==> config.mk <==
export PLATFORM = sky130hd
export DESIGN_NAME = chess_avalon_regs
export DESIGN_NICKNAME = d
export VERILOG_FILES = /design/src/rtl/chess_avalon_regs.sv
export SDC_FILE = /design/constraint.sdc
export NUM_CORES = 1
export LEC_CHECK = 0
export BUFFER_PORTS_ARGS = -buffer_cell sky130_fd_sc_hd__buf_2
export CAP_MARGIN = 20
export CORE_ASPECT_RATIO = 1.5
export CORE_UTILIZATION = 53
export CTS_CLUSTER_SIZE = 30
export DETAILED_ROUTE_END_ITERATION = 16
export MAX_ROUTING_LAYER = met4
export PLACE_DENSITY = 0.79
export SLEW_MARGIN = 25
export SYNTH_ARGS = -nofsm -noshare
export SYNTH_HDL_FRONTEND = slang
export SYNTH_SLANG_ARGS = --single-unit
==> constraint.sdc <==
create_clock -name clock -period 3.7 [get_ports clock]
set_clock_uncertainty 0.2 [all_clocks]
set_input_delay 0.555 -clock clock [delete_from_list [all_inputs] [get_ports clock]]
set_output_delay 0.555 -clock clock [all_outputs]
set_load 0.005 [all_outputs]
==> src/rtl/chess_avalon_regs.sv <==
// Avalon-MM register front-end for the chess engine accelerator: board/control registers,
// engine start/done handshake with timeout, and 1-cycle registered reads. Define CHESS_REGS_IRQ_EN for the irq output.
module chess_avalon_regs #(
  parameter logic [31:0] BLOCK_ID       = 32'hC4E5_0001,
  parameter int          TIMEOUT_CYCLES = 65535
) (
  input  logic         clock,
  input  logic         reset_n,
  input  logic [2:0]   avs_address,
  input  logic         avs_write,
  input  logic [31:0]  avs_writedata,
  input  logic [3:0]   avs_byteenable,
  input  logic         avs_read,
  output logic [31:0]  avs_readdata,
  output logic [127:0] board_out,
  output logic         eng_start,
  input  logic         eng_done,
  input  logic [31:0]  eng_result
`ifdef CHESS_REGS_IRQ_EN
  ,
  output logic         irq
`endif
);
  localparam int CNT_W = (TIMEOUT_CYCLES < 1) ? 1 : $clog2(TIMEOUT_CYCLES + 1);
  localparam logic [CNT_W-1:0] TIMEOUT_CNT = CNT_W'(TIMEOUT_CYCLES);

  typedef enum logic [1:0] {S_IDLE, S_LAUNCH, S_WAIT} state_t;
  state_t state, next_state;

  logic [31:0]      board [4];
  logic [31:0]      result;
  logic [CNT_W-1:0] count;
  logic             done, error, overrun, irq_enable;
  logic [31:0]      rd_mux;
  logic             busy, start_req, launch, wr_ctrl, wr_status, wr_board;
  logic             eng_finish, eng_timeout;
  logic [1:0]       board_idx;

  assign busy        = (state != S_IDLE);
  assign wr_ctrl     = avs_write && (avs_address == 3'd0) && avs_byteenable[0];
  assign start_req   = wr_ctrl && avs_writedata[0];
  assign launch      = start_req && !busy;
  assign wr_status   = avs_write && (avs_address == 3'd1) && avs_byteenable[0];
  assign wr_board    = avs_write && (avs_address >= 3'd2) && (avs_address <= 3'd5) && (|avs_byteenable);
  assign board_idx   = 2'(avs_address - 3'd2);
  assign eng_finish  = (state == S_WAIT) && eng_done;
  assign eng_timeout = (state == S_WAIT) && !eng_done && (count == TIMEOUT_CNT);

  always_ff @(posedge clock) begin
    // NOTE: sequential state uses non-blocking assignments so every flop samples pre-edge values.
    if (!reset_n) state <= S_IDLE;
    else          state <= next_state;
  end

  always_comb begin
    // NOTE: default assignment first; without it an unlisted path would infer a latch.
    next_state = state;
    unique case (state)
      S_IDLE:   if (launch) next_state = S_LAUNCH;
      S_LAUNCH: next_state = S_WAIT;
      S_WAIT:   if (eng_finish || eng_timeout) next_state = S_IDLE;
      default:  next_state = S_IDLE;
    endcase
  end

  always_comb begin
    eng_start = (state == S_LAUNCH);
  end

  // Counter stops on the terminating cycle so it never wraps past TIMEOUT_CNT.
  always_ff @(posedge clock) begin
    if (!reset_n)                                         count <= '0;
    else if (state == S_LAUNCH)                           count <= '0;
    else if ((state == S_WAIT) && !eng_finish && !eng_timeout) count <= count + 1'b1;
  end

  // NOTE: board is a four-word register bank, so it is reset explicitly; a RAM array would not be.
  always_ff @(posedge clock) begin
    if (!reset_n) begin
      for (int w = 0; w < 4; w++) board[w] <= '0;
    end else if (wr_board && !busy) begin
      for (int i = 0; i < 4; i++)
        if (avs_byteenable[i]) board[board_idx][8*i +: 8] <= avs_writedata[8*i +: 8];
    end
  end

  assign board_out = {board[3], board[2], board[1], board[0]};

  // Status bits: hardware set takes priority over a same-cycle write-1-to-clear.
  always_ff @(posedge clock) begin
    if (!reset_n) begin
      done       <= 1'b0;
      error      <= 1'b0;
      overrun    <= 1'b0;
      irq_enable <= 1'b0;
      result     <= '0;
    end else begin
      done    <= eng_finish  | (done  & ~(launch | (wr_status & avs_writedata[1])));
      error   <= eng_timeout | (error & ~(launch | (wr_status & avs_writedata[2])));
      overrun <= (busy & (start_req | wr_board)) | (overrun & ~(wr_status & avs_writedata[3]));
      if (wr_ctrl)    irq_enable <= avs_writedata[1];
      if (eng_finish) result     <= eng_result;
    end
  end

  always_comb begin
    rd_mux = '0;
    unique case (avs_address)
      3'd0:    rd_mux = {30'b0, irq_enable, 1'b0};
      3'd1:    rd_mux = {28'b0, overrun, error, done, busy};
      3'd2:    rd_mux = board[0];
      3'd3:    rd_mux = board[1];
      3'd4:    rd_mux = board[2];
      3'd5:    rd_mux = board[3];
      3'd6:    rd_mux = result;
      default: rd_mux = BLOCK_ID;
    endcase
  end

  always_ff @(posedge clock) begin
    if (!reset_n)      avs_readdata <= '0;
    else if (avs_read) avs_readdata <= rd_mux;
  end

`ifdef CHESS_REGS_IRQ_EN
  always_ff @(posedge clock) begin
    if (!reset_n) irq <= 1'b0;
    else          irq <= irq_enable & (done | error);
  end
`endif

endmodule

### Word-level counts from Yosys, hierarchy flattened

Memory sizes are Yosys's and may differ from the RTL's.
Cells that the tools add are included.

* register bits: 86
* RAM bits: 128
* bits of input ports: 76
* output and inout bits: 161
* word-level logic and storage cells: 92
* memories kept: 1

Memories
* board: words 4, bits a word 32, rd ports 4, clocked after Yosys merged registers in 0, write ports 4, RTL line 30 `logic [31:0] board [4];`

* add/sub/neg operators: 2
* order comparisons: 2
* equality and inequality tests: 11
* muxes and demuxes: 24
* bitwise operators: 17
* reduce and logical (&&, ||, !) cells: 27

Operators by type and width (number)
* $pmux W32 S7: 1
* $mux W32: 1
* $reduce_or A32 Y1: 1
* $mux W1: 17
* $add A16 B1 Y16 const B: 1
* $eq A16 B16 Y1 const B: 1
* $logic_and A1 B1 Y1: 15
* $eq A3 B3 Y1 const B: 3
* $and A1 B1 Y1: 7
* $eq A3 B2 Y1 const B: 2
* $mux W2: 3
* $or A1 B1 Y1: 6
* $pmux W2 S3: 1
* $logic_not A1 Y1: 4
* $mux W4: 1
* $not A1 Y1: 4
* $reduce_or A4 Y1: 1
* $eq A3 B1 Y1 const B: 1
* $ge A3 B2 Y1 const B: 1
* $le A3 B3 Y1 const B: 1
* $logic_not A3 Y1: 1
* $eq A2 B1 Y1 const B: 1
* $eq A2 B2 Y1 const B: 1
* $logic_not A2 Y1: 1
* 7 further kinds: 7

### Longest topological paths before layout

* depth after elaboration: 10
* depth in mapped cells: 7
* mapped depth without buffers: 5

### Least setup slack after synthesis

OpenSTA, ideal clock, no wires.

* path kind: input-to-reg
* from: in avs_address[2]
* to: mem board[2][0], enable pin
* setup time: 384 ps
* data arrival time: 2203 ps
* data required time: 3116 ps
* path slack: 913 ps
* stages on the path: 5
* path buffers: 3
* path through: buf_2 buf_1 clkbuf_1 nand2_1 o21ai_0

RTL lines
* from (decl): RTL line 9 `input logic [2:0] avs_address,`
* to (decl): RTL line 30

### Final worst setup path

* from: reg state[1]
* to: reg count[11]

* cells in the longest elaborated chain, start to end: 5
* elaborated cells between the ends (all ways): 10
* classes of those cells: eq/ne (2); reduce/logical (8)

RTL lines
* from (decl): RTL line 28 `state_t state, next_state;`
* from (signal assigned): RTL line 52 `else state <= next_state;`
* $eq A2 B2 Y1: RTL line 46, 47, 74
* $logic_and A1 B1 Y1 (on tied branches): RTL line 46, 47
* $logic_not A1 Y1 / $logic_and A1 B1 Y1 (equally long branches): RTL line 74, 47
* $logic_and A1 B1 Y1 / $logic_not A1 Y1 (equally long branches): RTL line 74 `else if ((state == S_WAIT) && !eng_finish && !eng_timeout) count <= count + 1'b1;`
* $logic_and A1 B1 Y1: RTL line 74
* to (signal assigned): RTL line 74
* to (decl): RTL line 32 `logic [CNT_W-1:0] count;`

Several ways; a longest one is shown, not always the timed one.
A chain may end at the register's enable or synchronous reset.

==> results_tabular.tex <==
\begin{tabular}{lr}
\hline
Metric & Value \\
\hline
\multicolumn{2}{l}{\textbf{Outcome}} \\
Result of the run & finished clean \\
\multicolumn{2}{l}{\textbf{Timing}} \\
Shortest period the worst path allows & 2520 ps \\
Worst-margin pin slew & a little under 1000 ps \\
Fin. Hold Viols & 0 \\
Setup tns final & 0 ps \\
Worst Slack Setup Final & roughly 1200 ps \\
Final period util & 0.681 \\
Highest achievable clock rate & about 400 MHz \\
Setup repair after global routing missed its margin & no \\
Number of pins with negative max-slew slack in the final report & 0 \\
Final number of setup-violating endpoints & 0 \\
Slew Limit Headroom & 0.353 \\
\multicolumn{2}{l}{\textbf{Logic synthesis}} \\
Sequential fraction of the synthesis area & 0.598 \\
Post-Synthesis Mean Instance Area & 10.9 µm² \\
Count of mapped cells out of synthesis & 853 \\
Top cell type by total area after synthesis & edfxtp\_1 \\
Synth top area share & 0.413 \\
Mapped cell area & 9300 µm² \\
Most frequently used flop master after synthesis & edfxtp\_1 \\
Most instantiated cells after synthesis & and2\_1 (129), edfxtp\_1 (128), nand2\_1 (120) \\
Ranking of synthesized cells by area & edfxtp\_1 (41\%), dfxtp\_1 (19\%), and2\_1 (8.7\%) \\
Total number of yosys warnings & 0 \\
Number of nets produced by synthesis & 930 \\
Fraction of synthesis flops using an asynchronous set or reset pin & 0 \\
Seq cells post-synth & around 210 \\
Count of unique library cells instantiated by Yosys & 50 \\
Post-synth EDFFs & $\sim$130 \\
Most repeated cell in the gate-level netlist after synthesis & and2\_1 \\
\multicolumn{2}{l}{\textbf{Placed design}} \\
Placed Cells incl. Taps & between 1000 and 1500 \\
DPL Wire Length & approximately 20000 µm \\
Pre-CTS setup slack & 760 ps \\
Weighted congestion reported at the end of routability-driven placement & around 0.9 \\
Number of buffers added on ports & approximately 240 \\
\multicolumn{2}{l}{\textbf{Finish}} \\
Share of layout cells above drive strength 1 & 0.294 \\
Count of nets after finishing & between 1000 and 1500 \\
Growth of design area from synthesis to finish & 22.5\% \\
Non-filler cells in the finished layout & 1316 \\
\multicolumn{2}{l}{\textbf{Route}} \\
Count of TritonRoute iterations in the first routing pass & 5 \\
Average wire per standard cell & 21.2 µm \\
Total routed wirelength & 28000 µm \\
Final ANT Viol Nets & 0 \\
First-iteration detailed-routing DRC count & 735 \\
Post-detailed-route via-to-cell ratio & roughly 6 \\
Routed via count & 8013 \\
DR DRC count & 0 \\
\multicolumn{2}{l}{\textbf{Clock network}} \\
Buffer levels on the longest clock path & 3 \\
TritonCTS clock tree & done \\
Number of clock buffers inserted by TritonCTS & 20 \\
CTS H-tree depth & 1 \\
Clock slew at reported path FFs & approximately 70 ps \\
TritonCTS Sinks & 214 \\
\# hold bufs at CTS & 0 \\
Clock latency of the later-clocked register in the worst-skew pair & around 490 ps \\
\# resized after CTS & 0 \\
Clk Tree Root Cell & clkbuf\_16 \\
Post-CTS setup repair buffer count & 0 \\
\multicolumn{2}{l}{\textbf{Power and ir drop}} \\
Proportion of power drawn by flip-flops and latches & 0.535 \\
Clk network pwr share & 0.384 \\
Net Sw Frac & 0.231 \\
Power density of the placed cells & 433 nW/µm² \\
Internal power component & $\sim$3800 µW \\
Max IR drop VDD & 0.000423 V \\
Combinational power share & 0.081 \\
Sw power & roughly 1100 µW \\
Leakage power & 0.00471 µW \\
Tot Pwr & 4930 µW \\
\multicolumn{2}{l}{\textbf{Setup path}} \\
Crit path largest cell delay & 570 ps \\
Gate family responsible for the most delay along the worst path & simple AND/OR/NAND/NOR gates \\
Data arrival time at the worst-slack endpoint & 2740 ps \\
Required arrival time at the worst endpoint & 3920 ps \\
Kind of start point of the critical path & flop \\
Critical path endpoint category & flop \\
Worst-path cell chain & or3b\_1 -> or3\_1 -> or4\_1 -> a21oi\_1 \\
Total buffers and inverters traversed by the critical path & 0 \\
Critical-path top delay cell & or3\_1 \\
Critical path class & reg2reg \\
Max Fanout on Critical Path & 13 \\
\multicolumn{2}{l}{\textbf{Job}} \\
Maximum Capacitance Violations & 0 \\
\multicolumn{2}{l}{\textbf{Global routing}} \\
Initial antenna violation count & 4 \\
Maximum number of pins on one net before global-route repair & 46 \\
Number of global-route vias before repair & 7732 \\
First-pass GRT wire length & $\sim$41000 µm \\
Overall Global Routing Usage & 0.313 \\
Global-route congestion overflow total & 0 \\
\multicolumn{2}{l}{\textbf{Floorplan}} \\
Std cell rows & 59 \\
Area inside the core boundary & around 17000 µm² \\
Initial core utilization & 0.539 \\
Total die area & around 18000 µm² \\
Count of pins on the block boundary & 237 \\
Vertical die dimension & 164 µm \\
Chip width & between 100 and 150 µm \\
\multicolumn{2}{l}{\textbf{Worst hold path}} \\
Path class of the lowest-slack min-delay path & in2reg \\
\hline
\end{tabular}
-- layout make-up --
class / count / area [µm²]
antenna: 4 / 10.0
clock buffer: 29 / 556
inverter: 11 / 41.3
multi-input combinational: 571 / 3510
sequential: 214 / 5570
timing repair buffer: 268 / 1420
tap: 213 / 267
fill: 1414 / 5880
clock inverter: 6 / 28.8
-- metrics by stage --
stage               hold slack (ps)   util  cell area, µm²
floorplan                       228      -            9300
finish                         97.4  0.660           11400
CTS                            95.6  0.659           11400
detailed placement              235  0.625           10800
global placement                229  0.625           10800
global route                    107  0.660           11400
-- power groups by stage --
stage / clock, µW / sequential [µW] / combinational, µW
floorplan: 0 / 2680 / 176
global placement: 0 / 2690 / 387
detailed placement: 0 / 2690 / 395
CTS: 1890 / 2640 / 397
global route: 1980 / 2640 / 433
finish: 1890 / 2640 / 401
-- routing by layer --
layer,GRT usage,up-vias,routed length (µm)
met5,-,-,0
met3,0.0488,91,2470
met1,0.348,3840,9790
li1,-,3610,-
met4,0.162,0,1440
met2,0.537,472,14300
-- cells in the final DEF (no fill, tap or decap), types with 7 or more instances in the layout --
cell,instances
mux2i_1,7
o21ai_0,36
mux2_2,20
clkbuf_1,8
buf_4,32
clkbuf_16,21
dfxtp_1,86
nor2_1,20
a221oi_1,41
a31oi_1,8
o31ai_1,25
a21oi_1,54
buf_2,236
nor3_1,7
nand2_1,120
nand4_1,9
inv_1,11
nand3_1,15
edfxtp_1,128
and2_1,129
-- cell families after synthesis --
logic type,Yosys count,synth area share
AOI/OAI and AO/OA,202,0.147
adders and majority gates,1,0.00134
buffers and inverters,68,0.0277
DFF,214,0.598
muxes,28,0.0342
and+or+nand+nor,340,0.191
-- flip-flops by register name, summed over array words and instances (netlist names) --
name	count
result	32
board	128
error	1
state	2
done	1
count	16
overrun	1
irq_enable	1
avs_readdata	32
-- worst register-to-register path, delay by kind of cell (launching register included) --
family,cells,cell delay [ps]
simple gates,3,1630
flops,1,470
compound gates,1,150
-- final timing paths --
| path | start | endpoint | slack, ps | cells past startpoint |
|---|---|---|---|---|
| setup reg to reg | state[1]$_SDFFE_PN0P_ | count[11]$_SDFFE_PP0P_ | 1180 | 4 |
| setup / recovery | state[1]$_SDFFE_PN0P_ | count[11]$_SDFFE_PP0P_ | 1180 | 4 |
| hold / removal | eng_result[14] | result[14]$_SDFFE_PN0P_ | 100 | 3 |
| hold reg to reg | avs_readdata[19]$_SDFFE_PN0P_ | avs_readdata[19]$_SDFFE_PN0P_ | 250 | 2 |
Note: power is estimated with default switching activity, not from simulation.
